**src/rtl/y86_pkg.sv**
```systemverilog
// Shared Y86-64 definitions: instruction codes, architectural status encodings
// and the sequencer state type.
package y86_pkg;

    localparam logic [3:0] I_HALT   = 4'h0;
    localparam logic [3:0] I_NOP    = 4'h1;
    localparam logic [3:0] I_RRMOVQ = 4'h2;
    localparam logic [3:0] I_IRMOVQ = 4'h3;
    localparam logic [3:0] I_RMMOVQ = 4'h4;
    localparam logic [3:0] I_MRMOVQ = 4'h5;
    localparam logic [3:0] I_OPQ    = 4'h6;
    localparam logic [3:0] I_JXX    = 4'h7;
    localparam logic [3:0] I_CALL   = 4'h8;
    localparam logic [3:0] I_RET    = 4'h9;
    localparam logic [3:0] I_PUSHQ  = 4'hA;
    localparam logic [3:0] I_POPQ   = 4'hB;

    localparam logic [1:0] STAT_AOK = 2'd0;
    localparam logic [1:0] STAT_HLT = 2'd1;
    localparam logic [1:0] STAT_ADR = 2'd2;
    localparam logic [1:0] STAT_INS = 2'd3;

    typedef enum logic [2:0] {
        S_IDLE      = 3'd0,
        S_FETCH     = 3'd1,
        S_DECODE    = 3'd2,
        S_EXECUTE   = 3'd3,
        S_MEMORY    = 3'd4,
        S_WRITEBACK = 3'd5,
        S_HALTED    = 3'd6
    } seq_state_t;

    // Instructions that touch data memory and therefore visit the MEMORY stage.
    function automatic logic uses_mem(input logic [3:0] code);
        case (code)
            I_RMMOVQ, I_MRMOVQ, I_CALL, I_RET, I_PUSHQ, I_POPQ: return 1'b1;
            default: return 1'b0;
        endcase
    endfunction

endpackage

```
**src/rtl/cond_eval.sv**
```systemverilog
// Combinational Y86-64 condition evaluation for JXX/CMOVXX from ifun and the
// condition-code flags.
module cond_eval
    import y86_pkg::*;
(
    input  logic [3:0] ifun,
    input  logic       zf,
    input  logic       sf,
    input  logic       ovf,
    output logic       cnd
);

    logic lt;

    assign lt = sf ^ ovf;

    always_comb begin
        cnd = 1'b0;
        case (ifun)
            4'd0:    cnd = 1'b1;
            4'd1:    cnd = lt | zf;
            4'd2:    cnd = lt;
            4'd3:    cnd = zf;
            4'd4:    cnd = !zf;
            4'd5:    cnd = !lt;
            4'd6:    cnd = !lt & !zf;
            default: cnd = 1'b0;
        endcase
    end

endmodule

```
**src/rtl/seq_controller.sv**
```systemverilog
// Multi-cycle Y86-64 sequencer: one stage enable per cycle, PC/status ownership,
// condition capture, data-memory wait states with timeout, performance counters.
module seq_controller
    import y86_pkg::*;
#(
    parameter logic [63:0] RESET_PC    = 64'h0,
    parameter int          MEM_TIMEOUT = 16,
    parameter int          CNT_W       = 32
) (
    input  logic             clk,
    input  logic             rst_n,
    input  logic             run,
    input  logic [3:0]       icode,
    input  logic [3:0]       ifun,
    input  logic             instr_valid,
    input  logic             imem_error,
    input  logic             ZF,
    input  logic             SF,
    input  logic             OF,
    input  logic [63:0]      valC,
    input  logic [63:0]      valP,
    input  logic [63:0]      valM,
    input  logic             mem_ack,
    input  logic             dmem_error,
    output logic [63:0]      PC,
    output logic             f_en,
    output logic             d_en,
    output logic             e_en,
    output logic             m_en,
    output logic             w_en,
    output logic             setcc_en,
    output logic             mem_req,
    output logic             cnd,
    output logic [1:0]       status,
    output logic             halted,
    output logic [CNT_W-1:0] cycle_count,
    output logic [CNT_W-1:0] instr_count
);

    localparam int TMO_W = $clog2(MEM_TIMEOUT + 1);
    localparam logic [TMO_W-1:0] TMO_LAST = TMO_W'(MEM_TIMEOUT - 1);

    seq_state_t       state;
    seq_state_t       state_next;
    logic             cond_now;
    logic             cnd_load;
    logic             fault;
    logic [1:0]       fault_status;
    logic             tmo_clear;
    logic             tmo_inc;
    logic [TMO_W-1:0] tmo_cnt;
    logic             wb_commit;
    logic [63:0]      next_pc;

    cond_eval u_cond_eval (
        .ifun (ifun),
        .zf   (ZF),
        .sf   (SF),
        .ovf  (OF),
        .cnd  (cond_now)
    );

    always_ff @(posedge clk or negedge rst_n) begin
        if (!rst_n) begin
            state <= S_IDLE;
        end else begin
            state <= state_next;
        end
    end

    always_comb begin
        state_next   = state;
        f_en         = 1'b0;
        d_en         = 1'b0;
        e_en         = 1'b0;
        m_en         = 1'b0;
        w_en         = 1'b0;
        setcc_en     = 1'b0;
        mem_req      = 1'b0;
        cnd_load     = 1'b0;
        fault        = 1'b0;
        fault_status = STAT_AOK;
        tmo_clear    = 1'b0;
        tmo_inc      = 1'b0;
        wb_commit    = 1'b0;
        unique case (state)
            S_IDLE: begin
                if (run) state_next = S_FETCH;
            end
            S_FETCH: begin
                f_en = 1'b1;
                if (imem_error) begin
                    fault        = 1'b1;
                    fault_status = STAT_ADR;
                end else if (!instr_valid) begin
                    fault        = 1'b1;
                    fault_status = STAT_INS;
                end else if (icode == I_HALT) begin
                    fault        = 1'b1;
                    fault_status = STAT_HLT;
                end else begin
                    state_next = S_DECODE;
                end
            end
            S_DECODE: begin
                d_en       = 1'b1;
                state_next = S_EXECUTE;
            end
            S_EXECUTE: begin
                e_en     = 1'b1;
                setcc_en = (icode == I_OPQ);
                cnd_load = 1'b1;
                if (uses_mem(icode)) begin
                    state_next = S_MEMORY;
                    tmo_clear  = 1'b1;
                end else begin
                    state_next = S_WRITEBACK;
                end
            end
            S_MEMORY: begin
                m_en    = 1'b1;
                mem_req = 1'b1;
                // An ack on the final allowed cycle still completes the access.
                if (mem_ack) begin
                    if (dmem_error) begin
                        fault        = 1'b1;
                        fault_status = STAT_ADR;
                    end else begin
                        state_next = S_WRITEBACK;
                    end
                end else if (tmo_cnt == TMO_LAST) begin
                    fault        = 1'b1;
                    fault_status = STAT_ADR;
                end else begin
                    tmo_inc = 1'b1;
                end
            end
            S_WRITEBACK: begin
                w_en       = 1'b1;
                wb_commit  = 1'b1;
                state_next = run ? S_FETCH : S_IDLE;
            end
            S_HALTED: begin
                state_next = S_HALTED;
            end
            default: begin
                state_next = S_IDLE;
            end
        endcase
        if (fault) state_next = S_HALTED;
    end

    always_comb begin
        next_pc = valP;
        case (icode)
            I_CALL:  next_pc = valC;
            I_JXX:   next_pc = cnd ? valC : valP;
            I_RET:   next_pc = valM;
            default: next_pc = valP;
        endcase
    end

    always_ff @(posedge clk or negedge rst_n) begin
        if (!rst_n) begin
            PC          <= RESET_PC;
            status      <= STAT_AOK;
            cnd         <= 1'b0;
            instr_count <= '0;
        end else begin
            if (cnd_load) cnd <= cond_now;
            if (fault) status <= fault_status;
            if (wb_commit) begin
                PC          <= next_pc;
                instr_count <= instr_count + CNT_W'(1);
            end
        end
    end

    always_ff @(posedge clk or negedge rst_n) begin
        if (!rst_n) begin
            tmo_cnt     <= '0;
            cycle_count <= '0;
        end else begin
            if (tmo_clear) begin
                tmo_cnt <= '0;
            end else if (tmo_inc) begin
                tmo_cnt <= tmo_cnt + TMO_W'(1);
            end
            if (state != S_IDLE && state != S_HALTED) begin
                cycle_count <= cycle_count + CNT_W'(1);
            end
        end
    end

    assign halted = (state == S_HALTED);

endmodule

```
**config.mk**
```make
export PLATFORM = sky130hd
export DESIGN_NAME = seq_controller
export DESIGN_NICKNAME = d
export VERILOG_FILES = /design/src/rtl/y86_pkg.sv /design/src/rtl/cond_eval.sv /design/src/rtl/seq_controller.sv
export SDC_FILE = /design/constraint.sdc
export NUM_CORES = 1
export LEC_CHECK = 0
export CAP_MARGIN = 40
export CORE_AREA = 2 2 136 138
export CTS_BUF_LIST = sky130_fd_sc_hd__clkbuf_4 sky130_fd_sc_hd__clkbuf_8 sky130_fd_sc_hd__clkbuf_16
export CTS_CLUSTER_DIAMETER = 100
export DETAILED_ROUTE_END_ITERATION = 7
export DIE_AREA = 0 0 138 140
export PLACE_DENSITY = 0.77
export SYNTH_ARGS = -nofsm -noshare
export SYNTH_HDL_FRONTEND = slang
export SYNTH_SLANG_ARGS = --single-unit
export TNS_END_PERCENT = 10
```
**constraint.sdc**
```tcl
create_clock -name clk -period 2.85 [get_ports clk]
set_input_delay 0.7125 -clock clk [delete_from_list [all_inputs] [get_ports clk]]
set_output_delay 0.7125 -clock clk [all_outputs]
set_load 0.01 [all_outputs]
```
**Word level (Yosys, flattened, before mapping)**

Cells that the tools add are included.

- Bits in registers: 139
- Output and inout port bits: 139
- Input port bits: 210

- Add/sub/neg operators: 3
- Bitwise logic cells: 3
- Eq/ne operators: 28
- Muxes and demuxes: 42
- Reduce and logical (&&, ||, !) cells: 10

Operators by type and width:

| kind | number |
|---|---|
| case mux 64 bit (3 select lines) | 1 |
| adder 32 x 1 -> 32 bit (second input constant) | 2 |
| 2-to-1 mux 64 bit | 1 |
| equality test 4 x 3 -> 1 bit (second input constant) | 7 |
| 2-to-1 mux 1 bit | 22 |
| 2-to-1 mux 3 bit | 7 |
| != test 3 bit (second input constant) | 7 |
| case mux 3 bit (7 select lines) | 1 |
| equality test 4 bit (second input constant) | 4 |
| 2-to-1 mux 2 bit | 5 |
| 2-to-1 mux 5 bit | 2 |
| equality test 3 bit (second input constant) | 3 |
| equality test 4 x 2 -> 1 bit (second input constant) | 2 |
| logical NOT 4 bit | 2 |
| case mux 1 bit (7 select lines) | 1 |
| equality test 3 x 2 -> 1 bit (second input constant) | 2 |
| AND reduction 6 bit | 1 |
| OR reduction 6 bit | 1 |
| adder 5 x 1 -> 5 bit (second input constant) | 1 |
| equality test 5 x 4 -> 1 bit (second input constant) | 1 |
| equality test 4 x 1 -> 1 bit (second input constant) | 1 |
| case mux 2 bit (2 select lines) | 1 |
| equality test 3 x 1 -> 1 bit (second input constant) | 1 |
| logical NOT 3 bit | 1 |
| 8 further kinds | 9 |

**Depth between registers and ports, before layout**

Gate-level depths: netlist of run 1.

- Depth in word-level cells: 7
- Gate-level depth with buffers: 8
- Depth with buffers taken out: 8

**By module**

A second synthesis of run 1 with hierarchy kept.

- Cells, all modules: 707
- Area total of the unflattened synthesis: 7410.9 sq um

Modules (own cells, without submodules):

| module | area each (sq um) | instances | cells an instance |
|---|---|---|---|
| seq_controller | 7329.5 | 1 | 697 |
| cond_eval | 81.3 | 1 | 10 |

**Least setup slack after synthesis of run 1**

Ideal clock, no wire load.

- Path kind: reg-to-output
- Start point: register state[0]
- End point: output setcc_en
- Slack: 0.904 ns
- Required time: 2.138 ns
- Stages on the path, launching flop included: 5
- Arrival time: 1.233 ns
- Buffers on the path: 1
- Cell sequence: dfrtp_1 -> buf_2 -> nor2b_1 -> nand2_1 -> nor3b_1

- Word-level cells in the longest chain between the ends: 2

RTL lines:

| element | RTL line | RTL |
|---|---|---|
| start, declared | seq_controller.sv:43 | `seq_state_t state;` |
| start signal, assigned | seq_controller.sv:67 | `state <= state_next;` |
| equality test 3 x 2 -> 1 bit | seq_controller.sv:86 | `unique case (state)` |
| 2-to-1 mux 1 bit | seq_controller.sv:86 |  |
| end, declared | seq_controller.sv:31 | `output logic setcc_en,` |

Every way passes these cells.

**Final worst setup path of run 1**

- Start point: register state[1]
- End point: output mem_req

- Word-level cells in the longest chain between the ends: 2

RTL lines:

| element | RTL line | RTL |
|---|---|---|
| equality test 3 bit | seq_controller.sv:86 |  |
| 2-to-1 mux 1 bit | seq_controller.sv:86 |  |
| end, declared | seq_controller.sv:32 | `output logic mem_req,` |

Every way passes these cells.

==> impl_metrics.tcl, run 1 <==
set metrics [dict create \
    p_int_mw 5.760 \
    io_buffer_count 348 \
    finalHoldViolCount 0 \
    gp_congestion 0.9421 \
    start_util_pct 37.76 \
    p_leak_nw 4.551 \
    clockPowerShare_pct 25.6 \
    fmax_mhz 366.7 \
    cp_num_buf_inv 1 \
    grt_use_total_pct 25.17 \
    grt_max_degree 67 \
    slew_violations 0 \
    via_count 6779 \
    synth_warnings 0 \
    pwr-share-comb_pct 39.8 \
    drt-initial-drc-count 311 \
    use_met3_pct 6.222 \
    synth_edf_count 0 \
    cts.sinks 139 \
    rrSetupSlack_ps 710 \
    async_reset_ff_share_pct 100.0 \
    grt_overflow_total 0 \
    synth_nets 905 \
    crit_arrival_ps 2010 \
    antenna_found_initial 0 \
    first_pass_iters 5 \
    clk_pin_slew_ps 60 \
    critPathMaxFanout 11 \
    cts_buffers 17 \
    hpwl_microns 18160 \
    fin_worst_skew_ps 11.89 \
    power_density_mw_per_mm2 782.9 \
    path_cells "nand2b_1 -> nor2_1 -> clkdlybuf4s50_1" \
    vias_per_cell 5.284 \
    area_growth_pct 65.64 \
    row_count 49 \
    tightest_slew_ps 787.2 \
    swShare_pct 33.84 \
    diodes 0 \
    yosysSeqAreaShare_pct 51.81 \
    period_needed_ps 2727 \
    synth_cell_type_count 43 \
    ios 349 \
    routed_wl_microns 24160 \
    critPathTopFamily "buffers and inverters" \
    clock_latency_ps 420 \
    hold_class "primary input to async pin" \
    dieArea_sq_mm 0.01932 \
    finalSetupTns_ps 0 \
    netlist_instances 691 \
    cp-start-kind "register" \
    final_nets 1255 \
    htree_levels 4 \
    cts_tree "built" \
    worstSetupPathType "register to primary output" \
    core_sq_mm 0.01778 \
    max-vdd-ir-drop_mv 0.6396 \
    slowest_stage "clkdlybuf4s50_1" \
    met1_usage_pct 32.31 \
    busiest_layer "met2" \
    root_buffer "clkbuf_16" \
    period_share_pct 95.67 \
    slew_headroom_pct 47.52 \
    power_frac_seq_pct 34.7 \
    rsz0062_at_grt "false" \
    chipWidth_microns 138 \
    synth.avg_cell_area_sq_um 9.716 \
    setup_viol 0 \
    cts_hold_buf 0 \
    endpoint_kind "primary output" \
    wire_per_inst_microns 18.83 \
    required_ps 2140 \
    cts_buffer_depth 2 \
    syn_area_sq_mm 0.006714 \
    p_switching_mw 2.947 \
    use_met2_pct 41.51 \
    drtAntennaViolNets 0 \
    final_util_pct 62.55 \
    first_global_vias 6906 \
    die_h_microns 140 \
    drc 0 \
    drive_gt1_share_pct 6.641 \
    drv_cap 0 \
    outcome "complete, no violations" \
    ys_ff_latch 139 \
    cpPeakStageDelay_ps 590 \
    grt_pass1_wl_microns 38900 \
    ys.flop_type "dfrtp_1" \
]
-- cells in the mapped netlist (7+ instances only) --
library cell | instances | area, sq um
nor2_1 | 94 | 352.8
nand4_1 | 14 | 87.58
xnor2_1 | 45 | 394.1
xor2_1 | 23 | 201.4
clkbuf_1 | 19 | 71.32
a221oi_1 | 64 | 560.5
dfrtp_1 | 139 | 3478
a21oi_1 | 72 | 360.4
nand2_1 | 98 | 367.9
and3_1 | 15 | 93.84
buf_2 | 14 | 70.07
inv_1 | 9 | 33.78
and4_1 | 7 | 61.31
nand3_1 | 26 | 130.1
-- cell families after synthesis --
logic type               Yosys count  share of synthesized area, %
AO/OA/AOI/OAI                    148                         14.87
AND/OR/NAND/NOR                  279                         19.66
multiplexers                       6                        0.9318
flip-flops                       139                         51.81
XOR/XNOR                          68                         8.871
buffers and inverters             47                         3.112
adder cells (fa/ha/maj)            4                        0.7455
-- final timing paths --
kind,start,end,depth (start not counted)
hold / removal,rst_n,PC[42]$_DFFE_PN0P_,1
setup / recovery,state[1]$_DFFE_PN0P_,mem_req,3
setup reg to reg,state[1]$_DFFE_PN0P_,instr_count[8]$_DFFE_PN0P_,7
max in group asynchronous,rst_n,PC[49]$_DFFE_PN0P_,2
min in group clk,cycle_count[31]$_DFFE_PN0P_,cycle_count[31]$_DFFE_PN0P_,1
hold reg to reg,cycle_count[31]$_DFFE_PN0P_,cycle_count[31]$_DFFE_PN0P_,1
-- per-layer routing --
metal  vias up  part of all wire, %  routed length (microns)
met5         -                    0                        0
met4         0                  3.0                      724
met3        49                  6.8                     1641
met2       287                   48                    11590
met1      3287                   42                    10200
li1       3156                    -                        -
-- cell type report --
class / count / area (sq um)
fillers: 1495 / 6659
clock buffers: 18 / 432.9
flip-flops and latches: 139 / 3478
repair buffers: 369 / 3691
well taps: 229 / 286.5
multi-input cells: 505 / 3040
clock inverters: 14 / 157.7
inverters: 9 / 33.78
-- placed cells by master, fill, tap and decap left out, types with 7 or more instances in the layout --
cell type / netlist / routed
nand4_1: 14 / 14
and3_1: 15 / 14
nor2_1: 94 / 94
clkdlybuf4s50_1: 0 / 346
nand3_1: 26 / 26
inv_1: 9 / 8
and4_1: 7 / 7
clkbuf_16: 0 / 17
xnor2_1: 45 / 45
inv_6: 0 / 7
a221oi_1: 64 / 64
a21oi_1: 72 / 72
nand2_1: 98 / 98
buf_4: 2 / 17
xor2_1: 23 / 23
dfrtp_1: 139 / 139
-- power groups by stage --
stage,registers (mW),clock network [mW],logic [mW]
finish,3.02,2.22,3.46
global route,3.10,2.36,3.75
CTS,3.02,2.29,3.50
detailed placement,3.05,0,3.48
global placement,3.03,0,3.42
floorplan,3.24,0,1.30
-- sequential cells by signal, summed over array words and instances, names as in the netlist --
signal,count
instr_count,32
cnd,1
tmo_cnt,5
PC,64
cycle_count,32
state,3
status,2
-- metrics by stage --
| stage | cell area [sq um] | hold slack [ps] | cells | setup WS (ps) | power (mW) |
|---|---|---|---|---|---|
| floorplan | 6714 | 416.9 | 691 | 904.1 | 4.542 |
| global placement | 10530 | 461.2 | 1251 | 9.186 | 6.452 |
| detailed placement | 10530 | 469.6 | 1251 | 3.762 | 6.530 |
| CTS | 11120 | 267.5 | 1283 | 80.50 | 8.804 |
| global route | 11120 | 286.8 | 1283 | 3.156 | 9.213 |
| finish | 11120 | 249.6 | 1283 | 123.3 | 8.706 |
-- repair_timing --
action / 4_1_cts / 5_1_grt
buffers inserted: 0 / 0
setup endpoints to repair: 1 / 0
gates resized for setup: 1 / 0
Note: power is estimated with default switching activity, not from simulation.
==> run 2, diff against run 1 <==
--- a/config.mk
+++ b/config.mk
@@ -6,12 +6,12 @@
 export NUM_CORES = 1
 export LEC_CHECK = 0
 export CAP_MARGIN = 40
-export CORE_AREA = 2 2 136 138
+export CORE_AREA = 2 2 137 139
 export CTS_BUF_LIST = sky130_fd_sc_hd__clkbuf_4 sky130_fd_sc_hd__clkbuf_8 sky130_fd_sc_hd__clkbuf_16
 export CTS_CLUSTER_DIAMETER = 100
 export DETAILED_ROUTE_END_ITERATION = 7
-export DIE_AREA = 0 0 138 140
-export PLACE_DENSITY = 0.77
+export DIE_AREA = 0 0 139 141
+export PLACE_DENSITY = 0.76
 export SYNTH_ARGS = -nofsm -noshare
 export SYNTH_HDL_FRONTEND = slang
 export SYNTH_SLANG_ARGS = --single-unit
==> constraint.sdc (replaced) <==
create_clock -name clk -period 2.6 [get_ports clk]
set_input_delay 0.65 -clock clk [delete_from_list [all_inputs] [get_ports clk]]
set_output_delay 0.65 -clock clk [all_outputs]
set_load 0.01 [all_outputs]
==> impl_metrics.tcl, run 2 (synthesis results as in run 1) <==
set metrics [dict create \
    outcome "complete, no violations" \
    drv_cap 0 \
    path_cells "nand2b_2 -> nor2_2 -> clkdlybuf4s50_1" \
    drive_gt1_share_pct 7.910 \
    critPathMaxFanout 11 \
    first_global_vias 6962 \
    final_nets 1263 \
    regToRegEndpoint "instr_count[21]$_DFFE_PN0P_" \
    slew_violations 0 \
    die_h_microns 141 \
    io_buffer_count 348 \
    setup_viol 0 \
    hold_class "primary input to async pin" \
    period_share_pct 96.43 \
    slowest_stage "clkdlybuf4s50_1" \
    chipWidth_microns 139 \
    grt_overflow_total 0 \
    required_ps 1950 \
    p_total_mw 9.463 \
    slew_headroom_pct 57.16 \
    fin_worst_skew_ps 10.56 \
    power_density_mw_per_mm2 846.5 \
    regMostFlops "PC" \
    ios 349 \
    cts_setup_buffers 0 \
    rr_worst_depth 6 \
    final_common_cell "clkdlybuf4s50_1" \
    wire_per_inst_microns 18.38 \
    gp_congestion 0.8795 \
    root_buffer "clkbuf_16" \
    drc 0 \
    diodes 0 \
    vias_per_cell 5.289 \
    p_leak_nw 4.597 \
    period_needed_ps 2507 \
    setup.worst_path.end "m_en" \
    finalHoldViolCount 0 \
    cpPeakStageDelay_ps 560 \
    dieArea_sq_mm 0.01960 \
    grt_use_total_pct 24.12 \
    rsz0062_at_grt "false" \
    htree_levels 4 \
    drt-initial-drc-count 404 \
    antenna_found_initial 0 \
    cts_buffer_depth 2 \
    worstSetupPathType "register to primary output" \
    cp-start-kind "register" \
    first_pass_iters 5 \
    final_cells 1296 \
    max-vdd-ir-drop_mv 0.6950 \
    tightest_slew_ps 642.6 \
    post_dp_cell_area_sq_mm 0.01061 \
    cts.sinks 139 \
    mostFrequentLayoutCells "345 x clkdlybuf4s50_1, 137 x dfrtp_1, 98 x nand2_1" \
    drtAntennaViolNets 0 \
    fmax_mhz 398.9 \
    pre_cts_slack_ps -109.6 \
    clk_pin_slew_ps 60 \
    largest_reg_flops 64 \
    placed_cells 1264 \
    cts_hold_buf 0 \
    endpoint_kind "primary output" \
    area_growth_pct 66.51 \
    cts_resized 5 \
    cp_num_buf_inv 1 \
    final-seq-area_sq_mm 0.003481 \
    crit_arrival_ps 1860 \
    start_util_pct 36.75 \
    reg_top3 "PC x64, cycle_count x32, instr_count x32" \
    cts_buffers 17 \
    core_sq_mm 0.01827 \
    multi_input_comb_area_sq_mm 0.003048 \
    hpwl_microns 17770 \
    critPathTopFamily "buffers and inverters" \
    via_count 6855 \
    row_count 50 \
    critPathLaunch "state[1]$_DFFE_PN0P_" \
    grt_pass1_wl_microns 37650 \
    grt_max_degree 75 \
    cts_tree "built" \
    fin_area_sq_mm 0.01118 \
    r2r_start "state[1]$_DFFE_PN0P_" \
    worst_slack_ps 92.87 \
    routed_wl_microns 23820 \
    nFillCells 1563 \
    clock_latency_ps 420 \
    rrSetupSlack_ps 490 \
    cp.depth 3 \
]
[run 2: cell types whose count changed in the layout (fill, tap and decap cells not counted), moves of 2 or more]
cell	previous run	this run
dfrtp_2	0	2
dfrtp_1	139	137
buf_4	17	24
bufinv_16	2	0
clkinv_2	1	3
clkbuf_8	0	2
inv_8	0	2
[run 2: per-layer routing]
layer | part of all wire (%) | global-route usage [%] | vias to the layer above
met5 | 0 | 0 | -
met4 | 3.9 | 10.74 | 0
met3 | 6.7 | 5.265 | 61
met2 | 48 | 40.58 | 297
met1 | 41 | 29.96 | 3320
li1 | - | - | 3177
[run 2: worst min-delay path by stage]
stage | from | endpoint | slack, ps
2_1_floorplan | rst_n | PC[0]$_DFFE_PN0P_ | 350
3_3_place_gp | cycle_count[31]$_DFFE_PN0P_ | cycle_count[31]$_DFFE_PN0P_ | 460
3_5_place_dp | cycle_count[31]$_DFFE_PN0P_ | cycle_count[31]$_DFFE_PN0P_ | 460
4_1_cts | rst_n | instr_count[21]$_DFFE_PN0P_ | 230
5_1_grt | rst_n | instr_count[21]$_DFFE_PN0P_ | 250
6_report | rst_n | instr_count[21]$_DFFE_PN0P_ | 220
[run 2: layout make-up]
class	count	area share, %
repair buffers	377	33.69
inverters	9	0.3022
flip-flops and latches	139	31.14
clock inverters	13	0.9401
multi-input cells	505	27.26
clock buffers	19	4.051
well taps	234	2.619
[run 2: through the flow]
stage                     setup TNS [ps]  hold WS (ps)  util [%]
after floorplan                        0         354.4         -
final                                  0         220.9     61.20
after CTS                              0         233.1     61.18
after global placement            -91.34         462.3     58.08
after detailed placement          -142.2         464.2     58.08
after global routing                   0         245.3     61.20
[run 2: power by group]
part	leakage, nW	switching, mW	internal (mW)
combinational	2.60	1.78	2.05
sequential	1.72	0.477	2.84
clock	0.275	1.01	1.30
total	4.60	3.27	6.19
